File: config.mk
export PLATFORM = sky130hd
export DESIGN_NAME = teller_dispatcher
export DESIGN_NICKNAME = d
export VERILOG_FILES = /design/src/rtl/teller_dispatcher.sv
export SDC_FILE = /design/constraint.sdc
export NUM_CORES = 1
export LEC_CHECK = 0
export ABC_AREA = 1
export ABC_CLOCK_PERIOD_IN_PS = 1600
export CORE_MARGIN = 1.5
export CORE_UTILIZATION = 50
export DETAILED_ROUTE_END_ITERATION = 10
export HOLD_SLACK_MARGIN = 0.12
export PLACE_DENSITY = 0.78
export SYNTH_ARGS = -nofsm -noshare
export SYNTH_HDL_FRONTEND = slang
export SYNTH_SLANG_ARGS = --single-unit
File: constraint.sdc
create_clock -name clock -period 1.6 [get_ports clock]
set_clock_uncertainty 0.05 [all_clocks]
set_input_delay 0.32 -clock clock [delete_from_list [all_inputs] [get_ports clock]]
set_output_delay 0.32 -clock clock [all_outputs]
set_load 0.05 [all_outputs]
File: src/rtl/teller_dispatcher.sv
// Exit-side dispatcher for the bank queue: calls the lowest free teller, pulses phcTwo low,
// then waits for the queue counter to decrement. Optional per-teller service timeout: TELLER_TIMEOUT_EN.
module teller_dispatcher #(
   parameter int n           = 3,
   parameter int PULSE_LEN   = 4,
   parameter int GAP_LEN     = 3,
   parameter int ACK_TIMEOUT = 16,
   parameter int MAX_SERVICE = 255
) (
   input  logic         clock,
   input  logic         reset,
   input  logic [n:0]   Pcount,
   input  logic         emptyFlag,
   input  logic [1:0]   Tcount,
   input  logic [2:0]   tellerDone,
   output logic         phcTwo,
   output logic [2:0]   tellerBusy,
   output logic [1:0]   callTeller,
   output logic         callValid,
   output logic         ackErr,
   output logic [2:0]   timeoutFlag,
   output logic [1:0]   fsm_state
);

   // Handshake: callValid is a one-cycle strobe; callTeller is valid with it and holds afterwards.
   // Ack from the queue is Pcount dropping strictly below the value latched at dispatch.

   typedef enum logic [1:0] {
      IDLE     = 2'd0,
      PULSE    = 2'd1,
      WAIT_ACK = 2'd2
   } state_t;

   localparam int CW = 8;

   state_t        state, state_n;
   logic [CW-1:0] cnt, cnt_n;
   logic [n:0]    latched, latched_n;
   logic          phc_n;
   logic [2:0]    busy_n;
   logic [1:0]    call_n;
   logic          valid_n;
   logic          ack_n;

   logic [2:0]    enabled;
   logic [2:0]    eligible;
   logic [1:0]    sel;
   logic [2:0]    sel_mask;
   logic          dispatch;
   logic          take;
   logic [2:0]    expire;
   logic [2:0]    release_mask;

   always_comb begin
      enabled = 3'b001;
      case (Tcount)
         2'd2:    enabled = 3'b011;
         2'd3:    enabled = 3'b111;
         default: enabled = 3'b001;
      endcase
   end

   // Eligibility deliberately uses the registered busy bits, so a teller freed on this
   // edge only becomes selectable on the next one.
   assign eligible = enabled & ~tellerBusy;

   always_comb begin
      sel      = 2'd0;
      sel_mask = 3'b000;
      if (eligible[0]) begin
         sel      = 2'd0;
         sel_mask = 3'b001;
      end else if (eligible[1]) begin
         sel      = 2'd1;
         sel_mask = 3'b010;
      end else if (eligible[2]) begin
         sel      = 2'd2;
         sel_mask = 3'b100;
      end
   end

   assign dispatch = (Pcount != '0) && !emptyFlag && (|eligible);

   always_comb begin
      state_n   = state;
      cnt_n     = cnt;
      latched_n = latched;
      phc_n     = phcTwo;
      call_n    = callTeller;
      valid_n   = 1'b0;
      ack_n     = ackErr;
      take      = 1'b0;
      case (state)
         IDLE: begin
            phc_n = 1'b1;
            if (dispatch) begin
               state_n   = PULSE;
               phc_n     = 1'b0;
               call_n    = sel;
               valid_n   = 1'b1;
               latched_n = Pcount;
               cnt_n     = '0;
               take      = 1'b1;
            end
         end
         PULSE: begin
            if (cnt == CW'(PULSE_LEN - 1)) begin
               state_n = WAIT_ACK;
               phc_n   = 1'b1;
               cnt_n   = '0;
            end else begin
               cnt_n = cnt + 1'b1;
            end
         end
         WAIT_ACK: begin
            phc_n = 1'b1;
            if ((cnt >= CW'(GAP_LEN - 1)) && (Pcount < latched)) begin
               state_n = IDLE;
               cnt_n   = '0;
            end else if (cnt == CW'(ACK_TIMEOUT - 1)) begin
               // The called teller keeps its busy bit; only the queue handshake is abandoned.
               state_n = IDLE;
               ack_n   = 1'b1;
               cnt_n   = '0;
            end else begin
               cnt_n = cnt + 1'b1;
            end
         end
         default: begin
            state_n = IDLE;
            phc_n   = 1'b1;
            cnt_n   = '0;
         end
      endcase
   end

   assign release_mask = (tellerDone & tellerBusy) | expire;

   always_comb begin
      busy_n = tellerBusy & ~release_mask;
      if (take) begin
         busy_n = busy_n | sel_mask;
      end
   end

   always_ff @(posedge clock) begin
      if (reset) begin
         state      <= IDLE;
         cnt        <= '0;
         latched    <= '0;
         phcTwo     <= 1'b1;
         tellerBusy <= 3'b000;
         callTeller <= 2'd0;
         callValid  <= 1'b0;
         ackErr     <= 1'b0;
      end else begin
         state      <= state_n;
         cnt        <= cnt_n;
         latched    <= latched_n;
         phcTwo     <= phc_n;
         tellerBusy <= busy_n;
         callTeller <= call_n;
         callValid  <= valid_n;
         ackErr     <= ack_n;
      end
   end

   assign fsm_state = state;

`ifdef TELLER_TIMEOUT_EN
   logic [CW-1:0] svc   [3];
   logic [CW-1:0] svc_n [3];
   logic [2:0]    tflag_n;

   // A tellerDone on the expiry edge wins: the teller is released normally with no flag.
   always_comb begin
      tflag_n = timeoutFlag;
      for (int i = 0; i < 3; i++) begin
         expire[i] = tellerBusy[i] && !tellerDone[i] && (svc[i] == CW'(MAX_SERVICE - 1));
         svc_n[i]  = svc[i];
         if (take && (sel == 2'(i))) begin
            svc_n[i] = '0;
         end else if (tellerBusy[i] && !expire[i]) begin
            svc_n[i] = svc[i] + 1'b1;
         end else if (expire[i]) begin
            svc_n[i] = '0;
         end
         if (expire[i]) begin
            tflag_n[i] = 1'b1;
         end
      end
   end

   always_ff @(posedge clock) begin
      if (reset) begin
         for (int i = 0; i < 3; i++) begin
            svc[i] <= '0;
         end
         timeoutFlag <= 3'b000;
      end else begin
         for (int i = 0; i < 3; i++) begin
            svc[i] <= svc_n[i];
         end
         timeoutFlag <= tflag_n;
      end
   end
`else
   logic [CW-1:0] unused_max_service;

   assign unused_max_service = CW'(MAX_SERVICE);
   assign expire             = 3'b000;
   assign timeoutFlag        = 3'b000;
`endif

endmodule
## Yosys cells after proc, flatten, opt, wreduce, memory -nomap -nowiden

Index checks and enable logic that the tools add are counted.

| storage, ports and cells | value |
|---|---|
| register bits after elaboration | 22 |
| input bits | 12 |
| output and inout port bits | 13 |
| logic and storage cells | 60 |

| cells by class | value |
|---|---|
| add/subtract/negate cells | 1 |
| $lt $le $gt $ge | 2 |
| equal/unequal tests | 9 |
| multiplexer cells | 23 |
| bitwise logic cells | 7 |
| reductions and logical operators | 10 |

Operators with widths:

| operator | count |
|---|---|
| 2-to-1 mux 8 bit | 4 |
| case mux 8 bit (3 select lines) | 1 |
| 2-to-1 mux 2 bit | 7 |
| 2-to-1 mux 3 bit | 4 |
| bitwise AND 3 bit | 3 |
| adder 8 x 1 -> 8 bit, second input constant | 1 |
| == test 8 x 2 -> 1 bit, second input constant | 1 |
| == test 8 x 4 -> 1 bit, second input constant | 1 |
| greater-or-equal comparator 8 x 2 -> 1 bit, second input constant | 1 |
| == test 2 bit, second input constant | 3 |
| inverter 3 bit | 2 |
| case mux 2 bit (3 select lines) | 1 |
| case mux 3 bit (2 select lines) | 1 |
| AND reduction 3 bit | 2 |
| less-than comparator 4 bit | 1 |
| 2-to-1 mux 1 bit | 4 |
| != test 2 bit, second input constant | 2 |
| nonzero test 4 bit | 1 |
| logical AND 1 bit | 3 |
| != test 3 bit, second input constant | 1 |
| bitwise OR 3 bit | 1 |
| OR reduction 3 bit | 1 |
| == test 2 x 1 -> 1 bit, second input constant | 1 |
| logical NOT 2 bit | 1 |
| other kinds (4) | 4 |

## Longest topological paths before layout

| depth | value |
|---|---|
| depth after elaboration | 8 |
| depth in mapped cells | 12 |
| gate-level depth less buffers | 12 |

## Worst setup path before layout

No wires, ideal clock.

| timing | value |
|---|---|
| path type | reg2reg |
| start point | register state[0] (netlist: fsm_state[0]) |
| end point | register cnt[2] |
| library setup time | 0.070 ns |
| arrival time | 1.633 ns |
| data required time | 1.480 ns |
| path slack | -0.154 ns |
| cell stages (with the launch flop) | 6 |
| path buffers | 0 |
| cell sequence | dfxtp_1 inv_1 ha_1 a21boi_1 nand3_1 a21oi_1 |

| on the way | value |
|---|---|
| word-level cells in the longest chain between the ends | 2 |
| elaborated cells between the ends (all ways) | 5 |
| those cells by class | eq/ne (3); mux (1); reduce/logical (1) |

RTL lines:

| item | RTL line | RTL |
|---|---|---|
| from (decl) | 36 | `state_t state, state_n;` |
| from (signal assigned) | 157 | `state <= state_n;` |
| == test 2 bit, or another cell as far along | 93 | `case (state)` |
| case mux 8 bit (3 select lines) or != test 2 bit (tied branches) | -- |  |
| to (signal assigned) | 158 | `cnt <= cnt_n;` |
| to (decl) | 37 | `logic [CW-1:0] cnt, cnt_n;` |

Parallel ways exist; a longest one is shown, timed or not.
A chain may end at the register's enable or synchronous reset.

## Worst setup path after layout

| timing | value |
|---|---|
| start point | register state[1] (netlist: fsm_state[1]) |
| end point | register cnt[2] |

The elaborated chain is that of the path after synthesis.

==> flow_results.xml <==
<?xml version="1.0" encoding="UTF-8"?>
<metrics>
  <group name="power_and_ir_drop">
    <metric name="part_of_the_total_power_dissipated_in_combinational_logic" unit="%">53.0</metric>
    <metric name="pwrdens" unit="nW/um^2">1380</metric>
    <metric name="power_switching_share" unit="%">42.2</metric>
    <metric name="power_frac_clock" unit="%">17.7</metric>
    <metric name="static-leakage-power" unit="nW">0.828</metric>
    <metric name="power.sequential.fraction" unit="%">29.3</metric>
    <metric name="vdd_ir_drop_max" unit="V">0.00119</metric>
    <metric name="cellInternalPower" unit="mW">1.42</metric>
    <metric name="switchingPower" unit="mW">1.04</metric>
  </group>
  <group name="floorplan">
    <metric name="core_region_area" unit="um^2">2430</metric>
    <metric name="count_of_pins_on_the_block_boundary" unit="">25</metric>
    <metric name="initial_utilization" unit="%">52.0</metric>
    <metric name="die_w" unit="um">53.3</metric>
    <metric name="die-area" unit="um^2">2840</metric>
    <metric name="rows" unit="">18</metric>
    <metric name="die_h" unit="um">53.3</metric>
  </group>
  <group name="cells_and_area">
    <metric name="final_design_area_no_fill" unit="um^2">1780</metric>
    <metric name="finish.net_count" unit="">232</metric>
    <metric name="drive_above_1_share" unit="%">27.1</metric>
    <metric name="n_antenna_cell" unit="">0</metric>
    <metric name="layout_commonest_cell" unit="">sky130_fd_sc_hd__nand2_1</metric>
    <metric name="area_growth_syn_to_layout" unit="%">40.9</metric>
    <metric name="layout.cells.most_common_list" unit="">32 x sky130_fd_sc_hd__nand2_1, 26 x sky130_fd_sc_hd__inv_1, 16 x sky130_fd_sc_hd__nand3_1, 16 x sky130_fd_sc_hd__dfxtp_1, 15 x sky130_fd_sc_hd__nor2_1</metric>
    <metric name="finish.cell_count_without_fillers" unit="">240</metric>
    <metric name="layout.core_utilization" unit="%">73.3</metric>
  </group>
  <group name="grt">
    <metric name="largest_net_degree_at_the_start_of_global_routing" unit="">14</metric>
    <metric name="global_route.usage.total" unit="%">22.7</metric>
    <metric name="first_pass_grt_wire_length" unit="um">4640</metric>
    <metric name="antenna_violations_before_repair" unit="">0</metric>
    <metric name="first_global_vias" unit="">1123</metric>
    <metric name="grt_overflow" unit="">0</metric>
  </group>
  <group name="synth">
    <metric name="synth-seq-cells" unit="">22</metric>
    <metric name="synth_edf_count" unit="">0</metric>
    <metric name="async_flop_share" unit="%">0</metric>
    <metric name="synth_area" unit="um^2">1260</metric>
    <metric name="synth_warnings" unit="">0</metric>
    <metric name="synthesis.area_per_instance" unit="um^2">7.03</metric>
    <metric name="postSynthCellCount" unit="">180</metric>
    <metric name="synth_cell_types" unit="">26</metric>
    <metric name="ys_seq_area_share" unit="%">34.8</metric>
    <metric name="dominant_register_cell_in_the_synthesized_netlist" unit="">sky130_fd_sc_hd__dfxtp_1</metric>
  </group>
  <group name="setup_path">
    <metric name="critical_path.startpoint_type" unit="">register</metric>
    <metric name="worst_setup_startpoint" unit="">fsm_state[1]</metric>
    <metric name="timing.critical_path.fanout_max" unit="">4</metric>
    <metric name="required" unit="ps">1800</metric>
    <metric name="worstReg2RegEnd" unit="">cnt[2]</metric>
    <metric name="r2r_start" unit="">fsm_state[1]</metric>
    <metric name="r2r_slack" unit="ps">-3</metric>
    <metric name="worst_ep_arrival_time" unit="ps">1800</metric>
    <metric name="cp-end-kind" unit="">register</metric>
    <metric name="timing_worst_setup_path_type" unit="">reg -&gt; reg</metric>
    <metric name="rr_worst_depth" unit="">5</metric>
  </group>
  <group name="route">
    <metric name="drtAntennaViolNets" unit="">0</metric>
    <metric name="vias_per_cell" unit="">5.11</metric>
    <metric name="detail_route.first_pass.iterations" unit="">4</metric>
    <metric name="wl_per_cell" unit="um">12.9</metric>
    <metric name="wl" unit="um">3100</metric>
    <metric name="via_count" unit="">1226</metric>
    <metric name="drc" unit="">0</metric>
    <metric name="first_iter_violations" unit="">37</metric>
  </group>
  <group name="clock_network">
    <metric name="cts_bufs_inserted" unit="">3</metric>
    <metric name="clk_path_buf_depth" unit="">2</metric>
    <metric name="clk_latency" unit="ps">320</metric>
    <metric name="path_clk_slew" unit="ps">130</metric>
    <metric name="htree_levels" unit="">1</metric>
    <metric name="cts_hold_repair.buffers" unit="">0</metric>
    <metric name="tritoncts" unit="">done</metric>
    <metric name="clock_sinks" unit="">22</metric>
    <metric name="clock_tree.root_cell" unit="">sky130_fd_sc_hd__clkbuf_4</metric>
  </group>
  <group name="sta">
    <metric name="max_freq" unit="MHz">624</metric>
    <metric name="setup_violations" unit="">1</metric>
    <metric name="min_period" unit="ps">1600</metric>
    <metric name="hold_viol_final" unit="">0</metric>
    <metric name="final-max-slew-violation-count" unit="">0</metric>
    <metric name="final.period_utilization" unit="%">100</metric>
    <metric name="final_critical_path_setup_slack" unit="ps">-3.43</metric>
    <metric name="rsz0062_at_grt" unit="">yes</metric>
    <metric name="final.hold.worst_slack" unit="ps">323</metric>
  </group>
  <group name="min_path">
    <metric name="worst_hold_path.num_cells" unit="">3</metric>
    <metric name="worst_hold_startpoint" unit="">Pcount[2]</metric>
    <metric name="whs_endpoint" unit="">latched[2]</metric>
    <metric name="worstHoldPathType" unit="">in -&gt; reg</metric>
  </group>
  <group name="placed_design">
    <metric name="dp_slack" unit="ps">-364</metric>
    <metric name="port_buffers" unit="">21</metric>
    <metric name="placement.cell_area" unit="um^2">1630</metric>
    <metric name="gpl.final_weighted_congestion" unit="">0.814</metric>
    <metric name="hpwl_detailed" unit="um">2170</metric>
    <metric name="placed_cells" unit="">235</metric>
  </group>
  <group name="status">
    <metric name="result_of_the_run" unit="">complete, but fails checks</metric>
    <metric name="failed_checks" unit="">negative setup slack</metric>
  </group>
  <group name="job">
    <metric name="max_cap_violations" unit="">0</metric>
  </group>
</metrics>
==> timing repair <==
item	4_1_cts	5_1_grt
buffers inserted	0	1
gates resized for setup	4	22
pin swaps	3	10
endpoints found under the hold margin	0	0
endpoints found under the setup margin	8	10
==> critical path, cell delays in order, from the launching register on <==
cell                       delay [ps]
sky130_fd_sc_hd__dfxtp_2          400
sky130_fd_sc_hd__inv_1            110
sky130_fd_sc_hd__ha_1             360
sky130_fd_sc_hd__a21boi_2         300
sky130_fd_sc_hd__nand3_1          140
sky130_fd_sc_hd__a21oi_1          160
==> sequential cells by signal (all words and copies together), names as in the netlist <==
register / flops
latched: 4
tellerBusy: 3
fsm_state: 2
phcTwo: 1
ackErr: 1
cnt: 8
callTeller: 2
callValid: 1
==> how the worst max path moves through the flow <==
| stage | to | slack, ps |
|---|---|---|
| 2_1_floorplan | cnt[1] | 1 |
| 3_3_place_gp | cnt[4] | -320 |
| 3_5_place_dp | cnt[6] | -360 |
| 4_1_cts | cnt[0] | 5 |
| 5_1_grt | cnt[2] | -40 |
| 6_report | cnt[2] | -3 |
==> final cells by class <==
cell class / instances / area, um^2
clock buffers: 3 / 22.5
clock inverters: 1 / 30.0
fillers: 183 / 649
inverters: 30 / 116
multi-input cells: 124 / 759
flip-flops and latches: 22 / 448
well taps: 30 / 37.5
repair buffers: 30 / 369
==> synth_stat cells (all sizes together) (2+ instances only) <==
master / instances / area (um^2)
nand3: 20 / 110
o21ai: 7 / 46.3
inv: 30 / 113
ha: 9 / 113
dfxtp: 22 / 440
buf: 5 / 38.8
a21oi: 18 / 101
nand4: 2 / 12.5
nor3: 2 / 10.0
nand2: 41 / 169
nor2: 17 / 66.3
==> power groups by stage <==
| stage | combinational (mW) | clock, mW | sequential (mW) |
|---|---|---|---|
| detailed placement | 1.13 | 0 | 0.724 |
| global placement | 1.09 | 0 | 0.720 |
| finish | 1.30 | 0.434 | 0.720 |
| CTS | 1.16 | 0.436 | 0.710 |
| floorplan | 0.577 | 0 | 0.857 |
| global route | 1.40 | 0.467 | 0.731 |
==> metrics by stage <==
stage	TNS (ps)	power, mW
3_3_place_gp	-3780	1.81
5_1_grt	-118	2.60
6_report	-3.43	2.46
4_1_cts	0	2.31
2_1_floorplan	0	1.43
3_5_place_dp	-4570	1.85
==> layer usage <==
layer | global-route usage (%) | wire length, um
met1 | 24.8 | 1280
met2 | 41.8 | 1620
met3 | 6.21 | 122
met4 | 6.84 | 78
met5 | 0 | 0
==> kinds of logic (layout without fill, tap and decap cells) <==
family,Yosys count,after routing,synth area share (%)
flip-flops,22,22,34.8
AO/OA/AOI/OAI,27,27,12.9
AND/OR/NAND/NOR,84,84,30.2
buffers and inverters,36,64,12.3
other,1,3,0.296
XOR/XNOR,1,1,0.693
adder cells (fa/ha/maj),9,9,8.90
(Power assumes the default switching activity.)
